[config.mk]
export PLATFORM = sky130hd
export DESIGN_NAME = gals_prod_scheduler
export DESIGN_NICKNAME = d
export VERILOG_FILES = /design/src/rtl/gals_prod_scheduler.sv
export SDC_FILE = /design/constraint.sdc
export NUM_CORES = 1
export LEC_CHECK = 0
export CAP_MARGIN = 5
export CORE_MARGIN = 2
export CORE_UTILIZATION = 40
export CTS_CLUSTER_SIZE = 30
export DETAILED_ROUTE_END_ITERATION = 7
export GPL_ROUTABILITY_DRIVEN = 0
export PLACE_DENSITY = 0.65
export SYNTH_ARGS = -nofsm -noshare
export SYNTH_HDL_FRONTEND = slang
export SYNTH_SLANG_ARGS = --single-unit
[constraint.sdc]
create_clock -name clock -period 2.75 [get_ports clock]
set_input_delay 0.6875 -clock clock [delete_from_list [all_inputs] [get_ports clock]]
set_output_delay 0.6875 -clock clock [all_outputs]
set_load 0.05 [all_outputs]
[src/rtl/gals_prod_scheduler.sv]
// GALS producer scheduler: selects the active producer (Fibonacci or timer)
// and paces it with a programmable-rate tick, stalling while the buffer is full.
module gals_prod_scheduler #(
  parameter int BASE_DIV = 4,
  parameter int CNT_W    = 12
) (
  input  logic       clock,
  input  logic       reset,
  input  logic       start_f,
  input  logic       start_t,
  input  logic       stop_f_t,
  input  logic       update,
  input  logic [2:0] prog,
  input  logic       buf_full,
  output logic       f_en,
  output logic       t_en,
  output logic       tick,
  output logic [2:0] prog_q,
  output logic [1:0] mode,
  output logic       busy
);

  typedef enum logic [1:0] {
    IDLE = 2'b00,
    FIB  = 2'b01,
    TIM  = 2'b10,
    HOLD = 2'b11
  } state_t;

  state_t           state, state_d;
  logic             origin, origin_d;
  logic [CNT_W-1:0] div, div_d;
  logic [CNT_W-1:0] last;
  logic [2:0]       prog_d;
  logic             tick_d;

  assign last = (CNT_W'(BASE_DIV) << prog_q) - CNT_W'(1);

  always_comb begin
    state_d  = state;
    origin_d = origin;
    div_d    = div;
    prog_d   = prog_q;
    tick_d   = 1'b0;
    unique case (state)
      IDLE: begin
        if (update) prog_d = prog;
        if (!stop_f_t) begin
          if (start_f) begin
            state_d  = FIB;
            origin_d = 1'b0;
            div_d    = '0;
          end else if (start_t) begin
            state_d  = TIM;
            origin_d = 1'b1;
            div_d    = '0;
          end
        end
      end
      FIB, TIM: begin
        if (stop_f_t) begin
          state_d = IDLE;
        end else if (buf_full) begin
          state_d = HOLD;
        end else if (div == last) begin
          div_d  = '0;
          tick_d = 1'b1;
        end else begin
          div_d = div + CNT_W'(1);
        end
      end
      HOLD: begin
        // divider stays frozen so the resumed run loses no ticks
        if (stop_f_t) state_d = IDLE;
        else if (!buf_full) state_d = origin ? TIM : FIB;
      end
    endcase
  end

  always_ff @(posedge clock or posedge reset) begin
    if (reset) begin
      state  <= IDLE;
      origin <= 1'b0;
      div    <= '0;
      prog_q <= '0;
      tick   <= 1'b0;
      f_en   <= 1'b0;
      t_en   <= 1'b0;
      mode   <= 2'b00;
      busy   <= 1'b0;
    end else begin
      state  <= state_d;
      origin <= origin_d;
      div    <= div_d;
      prog_q <= prog_d;
      tick   <= tick_d;
      f_en   <= (state_d == FIB);
      t_en   <= (state_d == TIM);
      mode   <= state_d;
      busy   <= (state_d != IDLE);
    end
  end

endmodule

---- After elaboration in Yosys (flattened, before gate mapping) ----
Index checks and enable logic that the tools add are counted.
Widths: inputs -> output; s select.
operators by class
  add/sub/neg operators ................... 2
  equal/unequal tests ..................... 10
  shift operators ......................... 1
  multiplexer cells ....................... 22
  bitwise operators ....................... 1
  reduce and logical (&&, ||, !) cells .... 8
operators with widths
  operator               number
  $mux 12                6
  $pmux 12 s2            1
  $mux 2                 8
  $add 12x1->12 const B  1
  $eq 12x12->1           1
  $shl 3x3->12 const A   1
  $sub 12x2->12 const B  1
  $eq 2x2->1 const B     3
  $mux 1                 6
  $ne 2x2->1 const B     3
  $pmux 2 s3             1
  $reduce_bool 2->1      3
  $reduce_and 5->1       1
  $eq 2x1->1 const B     2
  $ne 3x3->1 const B     1
  $reduce_and 3->1       1
  $logic_not 2->1        1
  $reduce_and 2->1       1
  $reduce_or 2->1        1
  $not 1->1              1
storage, ports and cells
  register bits after elaboration ......... 22
  input bits .............................. 10
  output and inout bits ................... 9

---- Logic depth before layout (Yosys ltp) ----
  depth in word-level cells ............... 7
  depth in mapped cells ................... 12

---- Least setup slack after synthesis ----
Ideal clock, no wire load.
  kind .................................... register -> register
  start ................................... register prog_q[0]
  end ..................................... register div[8]
  arrival ................................. 2897 ps
  slack ................................... -274 ps
  stages on the path, launching flop included .. 12
  period minus slack after synthesis ...... 3024 ps
  path through ............................ dfrtp_1 clkbuf_1 or3_1 ha_1 buf_6 xnor2_2 or4_4 a311oi_2 o22ai_1 buf_6 a31oi_1 o31ai_1
on the way
  cells in the longest elaborated chain, start to end .. 7
ends and longest elaborated chain
  what                    RTL line  source
  from (decl)             18        output logic [2:0] prog_q,
  from (signal assigned)  95        prog_q <= prog_d;
  $shl 3x3->12            37        assign last = (CNT_W'(BASE_DIV) << prog_q) - CNT_W'(1);
  $sub 12x2->12           37
  $eq 12x12->1            65        end else if (div == last) begin
  $mux 12                 65
  $mux 12                 63        end else if (buf_full) begin
  $mux 12                 61        if (stop_f_t) begin
  $pmux 12 s2             45        unique case (state)
  to (signal assigned)    94        div <= div_d;
  to (decl)               32        logic [CNT_W-1:0] div, div_d;
No other way between the ends. The select of a mux whose other input is x is not followed.
A chain may end at the register's enable or synchronous reset.

---- Final worst setup path ----
  start ................................... register prog_q[1]
  end ..................................... register div[10]
The elaborated chain is that of the path after synthesis.

==> impl_results.md <==
* Outcome: completed
* Total core area at approximately 0.0034 mm²
* Fin crit share at a little under 100%
* Placed insts at ~230
* Dpl hpwl at 2360 µm
* Clock Skews at 0.0123 ns
* Final core utilization at about 54%
* Asr flop ratio synth at 100%
* Post-Syn Nets at 179
* Number of synthesis warnings at 0
* Max Used Layer: met4
* Fill cells at around 330
* Layout Cells excl Fill at approximately 240
* Tot Pwr at about 2.2 mW
* Nets@finish at between 200 and 250
* DIE WIDTH at 63.6 µm
* CP required at between 2 and 3 ns
* CP endpoint kind: flop
* Worst-Skew Late Latency at around 0.33 ns
* Hold Crit Class: flop to flop
* Area after DPL at ~0.0017 mm²
* EDFF count, synth at 0
* Final worst setup slack at a little over 0.09 ns
* Switching power at 1.03 mW
* Sequential fraction of the synthesis area at between 30% and 40%
* Maximum root-to-sink buffer count at 2
* Power per Cell Area at around 1200 mW/mm²
* Number of max-cap violations at 0
* Post-Route WL at 3270 µm
* Sw Share at about 46%
* FP Rows at 21
* Int Pwr at roughly 1.2 mW
* Slew @ Worst Pin at 1.08 ns
* Syn Area/Cell at ~8.6 µm²
* Chip height at about 64 µm
* Synthesized cell area at 0.00142 mm²
* Fmax at 376 MHz
* Clk sinks at 22
* Netlist cell types at 42
* ANT cells at 0
* Fin area at 0.00181 mm²
* Largest net degree at the start of global routing at 18
* Max-slew violation count at 0
* Clock power frac at between 10% and 20%
* Total gr overflow at 0
* RSZ-0062 raised after global routing: true
* Vias in the first global route at 1256
* Hold Worst Slack at ~0.53 ns
* Syn Inst Count at 165
* Ys flop type: dfrtp_1
* Vias at roughly 1300
* Wl on met1 at roughly 1700 µm
* Critical Path Fanout Max at 5
* Cell accounting for the most synthesized area: dfrtp_1
* H-tree depth at 1
* Reg power frac at 25.0%
* #FFs+latches synth at 22
* Synth top area cells: dfrtp_1, nand2_1, ha_1, o21ai_0, inv_1
* Routed wl met2 at around 1500 µm
* Top cell type's share of synthesized area at approximately 39%
* Clock slew at reported path FFs at roughly 0.14 ns
* Endpoints failing setup at 0
* Area Overhead vs Synth at 27.3%
* Pre-CTS WS at -0.0158 ns
* Fraction of layout cells with a size suffix above 1 at 17.9%
* Tmin final at 2.66 ns
* First-pass GRT wire length at approximately 5700 µm
* CTS buffer count at 3
* Initial Utilization at a little over two fifths
* Remaining DRCs at 0
* Worst setup path class: flop to flop
* Combinational fraction of design power at a little under two thirds
* I/O Pins at 19
* Root buffer cell: clkbuf_4
* Initial DRC Count at between 80 and 90
* Initial antenna violation count at 0
* Vias per Instance at 5.58
* DRT Pass-1 Iters at 4
* Peak supply drop at between 500 and 600 µV
* Arrival time worst endpoint at between 2 and 3 ns
* Port bufs at 18
* Setup_tns at 0 ns
* CTS tree: yes
* Antenna Nets Post-Route at 0
* Die area at about 0.0040 mm²
* Final Hold Fails at 0
* Rel. slew slack at 27.1%
* Tot GR Track Use at ~18%
* Critical Path Start Type: flop
* Leakage at about 0.76 nW
* Met3 routed WL at roughly 77 µm
* WL/cell at between 10 and 15 µm
[cells by family after synthesis]
group                      count (synthesis)  synth area share [%]
adders and majority gates                  4                  3.53
DFF                                       22                  38.8
xor gates and xnor gates                   4                  3.00
AOI/OAI and AO/OA                         43                  20.5
buffers and inverters                     24                  8.20
and+or+nand+nor                           64                  22.8
muxes                                      4                  3.09
[what timing repair did]
action,in CTS,in global routing
buffers inserted,0,1
resized for setup,1,9
hold buffers,0,0
cloned,0,0
setup endpoints to repair,1,8
pin swaps,0,2
[power by group through the flow]
stage                     Sequential [mW]  Combinational [mW]  Clock, mW
after floorplan                     0.717               0.843          0
after global placement              0.559                1.27          0
after detailed placement            0.564                1.30          0
after CTS                           0.557                1.32      0.261
after global routing                0.576                1.55      0.272
final                               0.560                1.42      0.257
[final cells by class]
cell class,instances,area [µm²],share of cell area (%)
well taps,46,57.6,3.19
clock buffers,3,22.5,1.25
clock inverters,1,30.0,1.66
multi-input cells,119,801,44.3
inverters,13,48.8,2.70
flip-flops and latches,22,554,30.7
repair buffers,32,293,16.2
[synth_stat cells, types with 2 or more instances]
| master | instances |
|---|---|
| a22o_1 | 2 |
| nand3_1 | 9 |
| ha_1 | 4 |
| nand4_1 | 2 |
| o31ai_1 | 4 |
| xor2_1 | 2 |
| nor4_1 | 3 |
| inv_1 | 13 |
| a31oi_1 | 6 |
| nand2b_1 | 3 |
| buf_6 | 3 |
| nor2_1 | 7 |
| a21oi_1 | 5 |
| nor3_1 | 2 |
| and2_1 | 3 |
| o311ai_1 | 3 |
| o22ai_1 | 4 |
| clkbuf_1 | 5 |
| o211ai_1 | 2 |
| mux2_2 | 3 |
| nor2b_1 | 2 |
| buf_2 | 3 |
| or3_1 | 2 |
| dfrtp_1 | 22 |
| nand2_1 | 25 |
| o21ai_0 | 10 |
[sequential cells by signal (all words and copies together) (netlist names)]
name    flops
busy        1
div        12
f_en        1
origin      1
prog_q      3
state       2
t_en        1
tick        1
[final timing paths]
| check | startpoint | endpoint | slack, ns | cells past startpoint |
|---|---|---|---|---|
| max | prog_q[1]$_DFFE_PP0P_ | div[10]$_DFFE_PP0P_ | 0.09 | 9 |
| min | div[1]$_DFFE_PP0P_ | div[1]$_DFFE_PP0P_ | 0.53 | 2 |
| max reg2reg | prog_q[1]$_DFFE_PP0P_ | div[10]$_DFFE_PP0P_ | 0.09 | 9 |
| min reg2reg | div[1]$_DFFE_PP0P_ | div[1]$_DFFE_PP0P_ | 0.53 | 2 |
| max in group asynchronous | reset | state[1]$_DFF_PP0_ | 1.48 | 3 |
| min in group asynchronous | reset | div[2]$_DFFE_PP0P_ | 0.73 | 2 |
[cells in the final DEF, fill, tap and decap left out, drive strengths merged, types with 3 or more instances in the layout]
| cell type | n |
|---|---|
| o31ai | 4 |
| nand3 | 9 |
| and2 | 3 |
| nand2 | 25 |
| inv | 13 |
| o311ai | 4 |
| nor4 | 3 |
| nor2 | 7 |
| clkdlybuf4s50 | 18 |
| buf | 14 |
| a31oi | 6 |
| o21ai | 10 |
| a21oi | 5 |
| ha | 4 |
| mux2 | 3 |
| dfrtp | 22 |
| o22ai | 4 |
| clkbuf | 3 |
| nand2b | 3 |
[critical path: stages, from the launching register on]
cell and delay (ns):
dfrtp_2 0.45, or3_1 0.40, ha_2 0.21, xnor2_2 0.14
or4_4 0.44, a311oi_4 0.35, o22ai_4 0.15, buf_6 0.16
a31oi_1 0.15, o31ai_1 0.09
[metal layers]
metal,vias to the layer above,GRT usage [%]
met5,-,0
met2,24,28.7
met1,644,23.7
met3,5,1.96
li1,644,-
met4,0,6.79
Power figures use the tool's default switching activity.
